File: config.mk
export PLATFORM = sky130hd
export DESIGN_NAME = uart_tx_param
export DESIGN_NICKNAME = d
export VERILOG_FILES = /design/src/rtl/uart_tx_param.sv
export SDC_FILE = /design/constraint.sdc
export NUM_CORES = 1
export LEC_CHECK = 0
export ABC_AREA = 0
export ABC_CLOCK_PERIOD_IN_PS = 4850
export CORE_MARGIN = 4
export CORE_UTILIZATION = 55
export CTS_BUF_LIST = sky130_fd_sc_hd__clkbuf_8
export DETAILED_ROUTE_END_ITERATION = 12
export HOLD_SLACK_MARGIN = 0.1
export PLACE_DENSITY_LB_ADDON = 0.2
export SLEW_MARGIN = 20
export SYNTH_ARGS = -nofsm -noshare
export SYNTH_HDL_FRONTEND = slang
export SYNTH_SLANG_ARGS = --single-unit
File: constraint.sdc
create_clock -name clk -period 4.85 [get_ports clk]
set_clock_uncertainty 0.2 [all_clocks]
set_input_delay 0.97 -clock clk [delete_from_list [all_inputs] [get_ports clk]]
set_output_delay 0.97 -clock clk [all_outputs]
set_load 0.02 [all_outputs]
File: src/rtl/uart_tx_param.sv
// Parametrised UART transmitter: valid/ready input, LSB-first framing, 1 or 2 stop bits.
// Optional even/odd parity bit when UART_TX_PARITY_EN is defined.
module uart_tx_param #(
  parameter int DATA_BITS    = 8,
  parameter int CLKS_PER_BIT = 434,
  parameter int STOP_BITS    = 1
) (
  input  logic                 clk,
  input  logic                 reset,
  input  logic [DATA_BITS-1:0] in_data,
  input  logic                 in_valid,
  output logic                 in_ready,
  output logic                 tx,
  output logic                 busy,
  output logic                 done
`ifdef UART_TX_PARITY_EN
  ,
  input  logic                 parity_odd
`endif
);

  localparam int BAUD_W = (CLKS_PER_BIT > 2) ? $clog2(CLKS_PER_BIT) : 1;
  localparam int IDX_W  = $clog2(DATA_BITS);

  localparam logic [BAUD_W-1:0] BAUD_LAST     = BAUD_W'(CLKS_PER_BIT - 1);
  localparam logic [BAUD_W-1:0] BAUD_PRE_LAST = BAUD_W'(CLKS_PER_BIT - 2);
  localparam logic [IDX_W-1:0]  IDX_LAST      = IDX_W'(DATA_BITS - 1);

  typedef enum logic [2:0] {
    S_IDLE   = 3'd0,
    S_START  = 3'd1,
    S_DATA   = 3'd2,
`ifdef UART_TX_PARITY_EN
    S_PARITY = 3'd3,
`endif
    S_STOP   = 3'd4
  } state_t;

  state_t                 state;
  logic [BAUD_W-1:0]      baud_cnt;
  logic [IDX_W-1:0]       bit_idx;
  logic [DATA_BITS-1:0]   shift_reg;
  logic                   stop_idx;
  logic                   tx_q;
  logic                   done_q;
  logic                   bit_end;
  logic                   last_stop;
`ifdef UART_TX_PARITY_EN
  logic                   parity_q;
`endif

  assign bit_end   = (baud_cnt == BAUD_LAST);
  assign last_stop = (STOP_BITS == 1) ? 1'b1 : stop_idx;

  // in_ready is decoded straight from state so a producer sees it in the first IDLE cycle.
  assign in_ready = (state == S_IDLE);
  assign busy     = (state != S_IDLE);
  assign tx       = tx_q;
  assign done     = done_q;

  // NOTE: every register here is updated with <= so all next-state terms see
  // the pre-edge values of state, baud_cnt and shift_reg consistently.
  always_ff @(posedge clk) begin
    if (reset) begin
      state     <= S_IDLE;
      baud_cnt  <= '0;
      bit_idx   <= '0;
      shift_reg <= '0;
      stop_idx  <= 1'b0;
      tx_q      <= 1'b1;
      done_q    <= 1'b0;
`ifdef UART_TX_PARITY_EN
      parity_q  <= 1'b0;
`endif
    end else begin
      // done is registered one cycle ahead so it lines up with the final stop-bit cycle.
      done_q <= (state == S_STOP) && last_stop && (baud_cnt == BAUD_PRE_LAST);

      if (state != S_IDLE) begin
        baud_cnt <= bit_end ? '0 : baud_cnt + BAUD_W'(1);
      end

      case (state)
        S_IDLE: begin
          tx_q <= 1'b1;
          if (in_valid) begin
            shift_reg <= in_data;
`ifdef UART_TX_PARITY_EN
            parity_q  <= (^in_data) ^ parity_odd;
`endif
            baud_cnt  <= '0;
            bit_idx   <= '0;
            stop_idx  <= 1'b0;
            tx_q      <= 1'b0;
            state     <= S_START;
          end
        end

        S_START: begin
          if (bit_end) begin
            tx_q      <= shift_reg[0];
            shift_reg <= shift_reg >> 1;
            state     <= S_DATA;
          end
        end

        S_DATA: begin
          if (bit_end) begin
            if (bit_idx == IDX_LAST) begin
`ifdef UART_TX_PARITY_EN
              tx_q  <= parity_q;
              state <= S_PARITY;
`else
              tx_q  <= 1'b1;
              state <= S_STOP;
`endif
            end else begin
              bit_idx   <= bit_idx + IDX_W'(1);
              tx_q      <= shift_reg[0];
              shift_reg <= shift_reg >> 1;
            end
          end
        end

`ifdef UART_TX_PARITY_EN
        S_PARITY: begin
          if (bit_end) begin
            tx_q  <= 1'b1;
            state <= S_STOP;
          end
        end
`endif

        S_STOP: begin
          tx_q <= 1'b1;
          if (bit_end) begin
            if (last_stop) begin
              state <= S_IDLE;
            end else begin
              stop_idx <= 1'b1;
            end
          end
        end

        default: begin
          tx_q  <= 1'b1;
          state <= S_IDLE;
        end
      endcase
    end
  end

endmodule

==> results of run 1 <==
==> area by class of cell <==
cell class | instances | area share [%]
clock inverter | 1 | 0.478
inverter | 4 | 0.955
timing repair buffer | 14 | 8.92
sequential | 25 | 31.8
clock buffer | 3 | 2.63
multi-input combinational | 121 | 52.9
tap | 28 | 2.23
==> path summary, 6_finish.rpt <==
check | slack (ns) | to | cells after the start
setup / recovery | 1.66 | in_ready | 3
hold / removal | 0.29 | bit_idx[1]$_SDFFE_PP0P_ | 2
setup reg to reg | 2.65 | baud_cnt[8]$_SDFF_PP0_ | 5
hold reg to reg | 0.29 | bit_idx[1]$_SDFFE_PP0P_ | 2
==> power by group <==
group | internal, uW | switching [uW] | leakage (uW)
clock network | 58.2 | 66.4 | 0.0000217
logic | 28.0 | 31.2 | 0.000295
registers | 214 | 6.40 | 0.000204
total | 300 | 104 | 0.000520
==> through the flow <==
| step | hold WS [ns] | total power, uW | setup slack [ns] | cell area [um2] |
|---|---|---|---|---|
| 6_report | 0.285 | 404 | 1.66 | 1570 |
| 5_1_grt | 0.313 | 425 | 1.57 | 1570 |
| 4_1_cts | 0.290 | 409 | 1.66 | 1570 |
| 3_5_place_dp | 0.273 | 284 | 1.91 | 1520 |
| 3_3_place_gp | 0.265 | 282 | 1.97 | 1520 |
| 2_1_floorplan | 0.242 | 265 | 2.57 | 1390 |
==> synthesized netlist by cell type, types with 2 or more instances <==
cell	number
dfxtp_1	25
nand2_1	14
a21oi_1	12
nand3_1	12
mux2i_1	9
or3_1	9
a31oi_1	7
nor2_1	7
a211oi_1	6
nand2b_1	6
clkbuf_1	5
ha_1	5
inv_1	4
nor3_1	3
o21ai_0	3
a311oi_1	2
and4_1	2
nand3b_1	2
nand4_1	2
nand4b_1	2
o21ai_1	2
==> metal layers <==
layer	vias to the layer above	GRT usage, %	share of wire (%)
met5	-	0	0
met3	4	2.63	3.6
li1	610	-	-
met4	0	4.97	0.83
met1	558	21.9	46
met2	22	31.1	50
==> logic make-up (layout without fill, tap and decap cells) <==
family	count (synthesis)	in the layout	share of synthesized area, %
AND/OR/NAND/NOR	68	68	28.5
XOR/XNOR	1	1	0.628
AO/OA/AOI/OAI	38	38	19.7
buffers and inverters	13	22	4.40
multiplexers	9	9	6.46
flip-flops	25	25	35.9
adder cells (fa/ha/maj)	5	5	4.49
==> worst register-to-register path, stage by stage, from the launching register on <==
cell and delay (ns):
dfxtp_1 0.67, or3_1 0.34, inv_1 0.12, a21oi_1 0.46, nand3_1 0.15, a31oi_1 0.18
==> results_dict.tcl, run 1 <==
set metrics [dict create \
    outcome "finished, final reports clean" \
    critPathKind "reg2out" \
    final_cells 196 \
    worstPathMaxFanout 13 \
    rsz0062_at_grt "false" \
    reg2reg_from "state[2]$_SDFFE_PP0P_" \
    diodes 0 \
    drive_gt1_share_pct 7.14 \
    clock_path_buffers 2 \
    synth-edff-count 0 \
    cts_tree "built" \
    vias_per_cell 6.09 \
    synthCells 159 \
    endpoint_kind "output pin" \
    crit_buf_inv 2 \
    yosysTopAreaCell "dfxtp_1" \
    cpMaxStageDelayCell "clkdlybuf4s50_1" \
    synth_area_leaders "dfxtp_1 36%, mux2i_1 6.5%, ha_1 4.5%, a21oi_1 4.3%, nand3_1 4.3%" \
    clock-sinks 25 \
    vdd_drop_max_mv 0.162 \
    dieArea_um2 3400 \
    ctsHoldBuffers 0 \
    async_flop_share_pct 0 \
    utilization_pct 67.8 \
    post-route-drc-count 0 \
    grt_pass1_wl_mm 4.83 \
    powerDensity_nw_per_um2 257 \
    cp-start-kind "flip-flop" \
    wl_mm 2.76 \
    period_minus_slack_ns 3.19 \
    synth_top_area_share_pct 35.9 \
    cts_buffers 3 \
    hold_violations 0 \
    maxSlewHeadroom_pct 37.6 \
    max_cap_viol_count 0 \
    overflow 0 \
    ys_types 41 \
    cts_resized 0 \
    crit_path_cell_trace "or3_1 -> inv_1 -> clkdlybuf4s50_1" \
    synth_nets 175 \
    coreArea_um2 2320 \
    place_congestion 0.790 \
    die_y_um 58.3 \
    setup-tns-final_ns 0 \
    antenna_found_initial 0 \
    fmax_mhz 313 \
    postCtsSetupBuffers 0 \
    final_cell_mix "25 x dfxtp_1, 14 x nand2_1, 14 x clkdlybuf4s50_1" \
    clk_pin_slew_ns 0.08 \
    synth_seq_cells 25 \
    grt_usage_pct 17.5 \
    fillCellCount 186 \
    multiInputGateArea_um2 832 \
    report.final.slew_viol_count 0 \
    largest_reg_flops 9 \
    num_vias 1194 \
    min-delay-path-class "reg2reg" \
    min_period_over_period_pct 65.8 \
    tightest_slew_ns 0.934 \
    avgSynthCellArea_um2 8.77 \
    cp_top_family "buffers and inverters" \
    drt_iter0_drc 64 \
    dp.cells 192 \
    clock_latency_ns 0.27 \
    nNetsFinal 185 \
    final_common_cell "dfxtp_1" \
    grt_pass1_vias 1161 \
    firstDrtPassIters 4 \
    crit_required_ns 3.68 \
    leakagePower_uw 0.000520 \
    start_util_pct 60.1 \
    crit_arrival_ns 2.02 \
    ios 15 \
    worst_path_largest_cell_delay_ns 0.61 \
    port_buffers 14 \
    h-tree-depth 1 \
    ys_seq_area_share_pct 35.9 \
    root_buffer "clkbuf_8" \
    crit_start "state[2]$_SDFFE_PP0P_" \
    wl_per_cell_um 14.1 \
    detailed_place_hpwl_mm 2.02 \
    rows 17 \
    die_w_um 58.3 \
    antenna_left 0 \
    ys.flop_type "dfxtp_1" \
    min-delay-start "bit_idx[1]$_SDFFE_PP0P_" \
    syn_area_um2 1390 \
    setup_viol 0 \
    synth_warnings 0 \
    grt_max_degree 29 \
    area_delta_synth_final_pct 12.7 \
    register_area_um2 500 \
]
(Power assumes the default switching activity.)
==> inputs of run 2 (changes only) <==
ABC_CLOCK_PERIOD_IN_PS = 2650   (was 4850)
CORE_UTILIZATION = 52   (was 55)
clock period = 2.65 ns   (was 4.85 ns; I/O delays follow)
==> run 2 against run 1 <==
Net effect:
- critical path depth stayed put
- clock power is 78% higher
- routed wire length is 3.3% higher
- cell count grew 3.6%
- flip-flop and latch count is the same
- via count grew 1.6%
- critical endpoint unchanged
- largest power group unchanged
==> results_dict.tcl, run 2 (same netlist as run 1, synthesis figures left out) <==
set metrics [dict create \
    critPathKind "reg2out" \
    hold_violations 0 \
    dieArea_um2 3570 \
    crit_path_cell_trace "or3_1 -> inv_1 -> clkdlybuf4s50_1" \
    holdWs_ns 0.272 \
    internal_power_uw 549 \
    max_cap_viol_count 0 \
    min_period_over_period_pct 95.6 \
    largest_reg_flops 9 \
    worst_path_largest_cell_delay_ns 0.61 \
    rsz0062_at_grt "false" \
    ctsHoldBuffers 0 \
    use_met2_pct 30.2 \
    cpMaxStageDelayCell "clkdlybuf4s50_1" \
    cts_buffers 3 \
    postCtsSetupBuffers 0 \
    place_congestion 0.809 \
    use_met1_pct 22.4 \
    fin_area_um2 1610 \
    h-tree-depth 1 \
    outcome "finished, final reports clean" \
    drive_gt1_share_pct 9.25 \
    seqPwrFrac_pct 54.5 \
    post-route-drc-count 0 \
    root_buffer "clkbuf_8" \
    leakagePower_uw 0.000551 \
    cts_resized 0 \
    setup_viol 0 \
    crit_arrival_ns 1.80 \
    p_sw_uw 189 \
    final_common_cell "dfxtp_1" \
    clkPwrFrac_pct 30.1 \
    wl_per_cell_um 14.0 \
    final_cell_mix "25 x dfxtp_1, 14 x nand2_1, 14 x clkdlybuf4s50_1" \
    port_buffers 14 \
    grt_pass1_vias 1124 \
    wl_mm 2.85 \
    combPwrFrac_pct 15.3 \
    clock-sinks 25 \
    antenna_left 0 \
    endpoint_kind "output pin" \
    maxSlewHeadroom_pct 59.2 \
    ios 15 \
    start_util_pct 55.3 \
    detailed_place_hpwl_mm 2.11 \
    crit_buf_inv 2 \
    report.final.slew_viol_count 0 \
    num_vias 1213 \
    min-delay-path-class "reg2reg" \
    cts_tree "built" \
    gr-usage-met3_pct 2.59 \
    period_minus_slack_ns 2.53 \
    dpl_cell_area_um2 1560 \
    clock_path_buffers 2 \
    fmax_mhz 395 \
    busiest_layer "met2" \
    rows 18 \
    grt_usage_pct 17.9 \
    crit_required_ns 1.92 \
    cp-start-kind "flip-flop" \
    worstPathMaxFanout 9 \
    die_w_um 59.8 \
    vias_per_cell 5.98 \
    setup-tns-final_ns 0 \
    coreArea_um2 2520 \
    cp_top_family "buffers and inverters" \
    area_delta_synth_final_pct 15.3 \
    overflow 0 \
    powerDensity_nw_per_um2 459 \
    sw_frac_of_total_pct 25.6 \
    grt_pass1_wl_mm 4.91 \
    drt_iter0_drc 56 \
    die_y_um 59.8 \
    grt_max_degree 14 \
    antenna_found_initial 0 \
    clock_latency_ns 0.26 \
    clk_pin_slew_ns 0.09 \
    diodes 0 \
    tightest_slew_ns 0.613 \
    vdd_drop_max_mv 0.299 \
    firstDrtPassIters 4 \
    nNetsFinal 190 \
]
## run 2: cell count changes in the layout (fill, tap and decap cells not counted), sizes merged
cell / change
inv: +1
buf: +5
clkinvlp: -1
## run 2: power groups by stage
stage | Clock [uW] | Sequential (uW) | Combinational [uW]
global route | 245 | 405 | 125
detailed placement | 0 | 411 | 113
floorplan | 0 | 409 | 76.1
global placement | 0 | 411 | 110
CTS | 233 | 403 | 113
finish | 223 | 403 | 113
## run 2: final timing paths
check,start,endpoint,cells after the start,slack [ns]
worst max-delay path,state[0]$_SDFFE_PP0P_,in_ready,3,0.12
worst min-delay path,shift_reg[7]$_SDFFE_PP0P_,shift_reg[7]$_SDFFE_PP0P_,2,0.27
worst max register to register,bit_idx[0]$_SDFFE_PP0P_,bit_idx[0]$_SDFFE_PP0P_,6,0.50
worst min register to register,shift_reg[7]$_SDFFE_PP0P_,shift_reg[7]$_SDFFE_PP0P_,2,0.27
## run 2: through the flow
step                      utilization, %  power [uW]  cells  setup WS, ns
after floorplan                        -         485    159         0.625
after global placement              62.0         521    199         0.403
after detailed placement            62.0         524    199         0.359
after CTS                           63.7         748    203         0.105
after global routing                63.7         776    203        0.0261
final                               63.7         738    203         0.118
## run 2: layer usage
layer / vias to the layer above / wire length, um
met1: 562 / 1340
li1: 618 / -
met2: 29 / 1370
met3: 4 / 112
met5: - / 0
met4: 0 / 30
## run 2: area by class of cell
type / instances / area [um2]
fillers: 223 / 915
multi-input cells: 121 / 832
flip-flops and latches: 25 / 500
repair buffers: 19 / 178
clock buffers: 3 / 41.3
well taps: 30 / 37.5
inverters: 4 / 15.0
clock inverters: 1 / 3.75
## run 2: worst reg2reg max path, cell delays in order (launching register included)
cell and delay (ns):
dfxtp_1 0.33, ha_1 0.20, ha_1 0.21, or4b_4 0.54, o31a_4 0.16, o22ai_4 0.23
mux2i_1 0.22
==> inputs of run 3 (changes only) <==
ABC_CLOCK_PERIOD_IN_PS = 2400   (was 2650)
CORE_UTILIZATION = 55   (was 52)
SKIP_CTS_REPAIR_TIMING = 1   (was default)
clock period = 2.4 ns   (was 2.65 ns; I/O delays follow)
==> run 3 against run 2 <==
Net effect:
- first-iteration DRC count shrank 18%
- worst hold slack gained 0.016 ns
- cell area grew 0.54%
- setup slack lost 0.062 ns
- power grew 12%
- non-clock buffer count grew 1
- combinational power grew 14%
- critical path type unchanged
- largest cell class unchanged
==> results_dict.tcl, run 3 (same netlist as run 1, synthesis figures left out) <==
set metrics [dict create \
    worst_path_largest_cell_delay_ns 0.53 \
    coreArea_um2 2320 \
    rr_worst_depth 6 \
    multiInputGateArea_um2 832 \
    grt_pass1_vias 1180 \
    h-tree-depth 1 \
    fillCellCount 187 \
    overflow 0 \
    reg2reg_from "bit_idx[0]$_SDFFE_PP0P_" \
    cpMaxStageDelayCell "clkdlybuf4s50_1" \
    worstPathMaxFanout 7 \
    drive_gt1_share_pct 10.3 \
    rows 17 \
    place_congestion 0.787 \
    period_minus_slack_ns 2.34 \
    crit_path_cell_trace "or3_1 -> buf_4 -> clkdlybuf4s50_1" \
    grt_pass1_wl_mm 5.15 \
    rsz0062_at_grt "false" \
    r2r-end "bit_idx[2]$_SDFFE_PP0P_" \
    clock-sinks 25 \
    die_y_um 58.3 \
    fmax_mhz 427 \
    grt_usage_pct 19.1 \
    tightest_slew_ns 0.588 \
    final_cell_mix "25 x dfxtp_1, 14 x nand2_1, 13 x clkdlybuf4s50_1" \
    start_util_pct 60.1 \
    critPathKind "reg2out" \
    crit_arrival_ns 1.66 \
    leakagePower_uw 0.000560 \
    critPathCapture "busy" \
    crit_start "state[1]$_SDFFE_PP0P_" \
    firstDrtPassIters 4 \
    cts_buffers 3 \
    nNetsFinal 191 \
    cp-start-kind "flip-flop" \
    antenna_found_initial 0 \
    min-delay-path-class "reg2reg" \
    detailed_place_hpwl_mm 2.16 \
    setup_viol 0 \
    report.final.slew_viol_count 0 \
    min_period_over_period_pct 97.7 \
    cts_tree "built" \
    drt_iter0_drc 46 \
    diodes 0 \
    final_common_cell "dfxtp_1" \
    hold_violations 0 \
    outcome "finished, final reports clean" \
    crit_required_ns 1.72 \
    root_buffer "clkbuf_8" \
    dieArea_um2 3400 \
    largest_reg_flops 9 \
    utilization_pct 69.7 \
    wl_mm 2.96 \
    post-route-drc-count 0 \
    num_vias 1248 \
    clock_path_buffers 2 \
    endpoint_kind "output pin" \
    vdd_drop_max_mv 0.402 \
    port_buffers 14 \
    maxSlewHeadroom_pct 60.8 \
    ios 15 \
    grt_max_degree 22 \
    powerDensity_nw_per_um2 509 \
    vias_per_cell 6.18 \
    max_cap_viol_count 0 \
    die_w_um 58.3 \
    clock_latency_ns 0.27 \
    antenna_left 0 \
    register_area_um2 500 \
    clk_pin_slew_ns 0.09 \
    reg2reg_slack_ns 0.22 \
    wl_per_cell_um 14.6 \
    setup-tns-final_ns 0 \
    area_delta_synth_final_pct 16.0 \
]
## run 3: routing by layer
layer / share of wire, % / routed length, um / vias up / global-route usage [%]
met4: 1.4 / 41 / 0 / 7.95
li1: - / - / 624 / -
met3: 4.8 / 143 / 5 / 3.29
met1: 44 / 1310 / 589 / 23.9
met2: 50 / 1470 / 30 / 32.4
met5: 0 / 0 / - / 0
## run 3: area by class of cell
class | count | share of cell area, %
clock inverter | 1 | 0.310
tap | 28 | 2.17
clock buffer | 3 | 2.55
inverter | 4 | 0.929
sequential | 25 | 31.0
multi-input combinational | 121 | 51.5
timing repair buffer | 20 | 11.6
## run 3: worst min path at each step
| stage | endpoint | cells after the start | slack, ns | from |
|---|---|---|---|---|
| after floorplan | shift_reg[7]$_SDFFE_PP0P_ | 2 | 0.24 | shift_reg[7]$_SDFFE_PP0P_ |
| after global placement | shift_reg[7]$_SDFFE_PP0P_ | 2 | 0.26 | shift_reg[7]$_SDFFE_PP0P_ |
| after global routing | bit_idx[1]$_SDFFE_PP0P_ | 2 | 0.33 | bit_idx[1]$_SDFFE_PP0P_ |
| after detailed placement | bit_idx[1]$_SDFFE_PP0P_ | 2 | 0.28 | bit_idx[1]$_SDFFE_PP0P_ |
| final | bit_idx[1]$_SDFFE_PP0P_ | 2 | 0.29 | bit_idx[1]$_SDFFE_PP0P_ |
| after CTS | bit_idx[1]$_SDFFE_PP0P_ | 2 | 0.29 | bit_idx[1]$_SDFFE_PP0P_ |
## run 3: worst max-delay path: cells and delay by family (launching register included)
family | cells | cell delay [ns]
buf+inv | 2 | 0.70
simple gates | 1 | 0.38
flops | 1 | 0.32
## run 3: per-stage QoR
stage / cells / instance area, um2 / hold WS (ns) / worst slack, ns / power (uW)
2_1_floorplan: 159 / 1390 / 0.242 / 0.375 / 535
5_1_grt: 202 / 1620 / 0.330 / 0.00127 / 862
6_report: 202 / 1620 / 0.288 / 0.0561 / 823
3_5_place_dp: 198 / 1570 / 0.276 / 0.197 / 581
4_1_cts: 202 / 1610 / 0.288 / 0.0138 / 829
3_3_place_gp: 198 / 1570 / 0.258 / 0.295 / 577
## run 3: power breakdown
part	internal, uW	switching, uW	total [uW]
sequential	432	10.4	442
combinational	61.7	67.6	129
clock	116	136	252
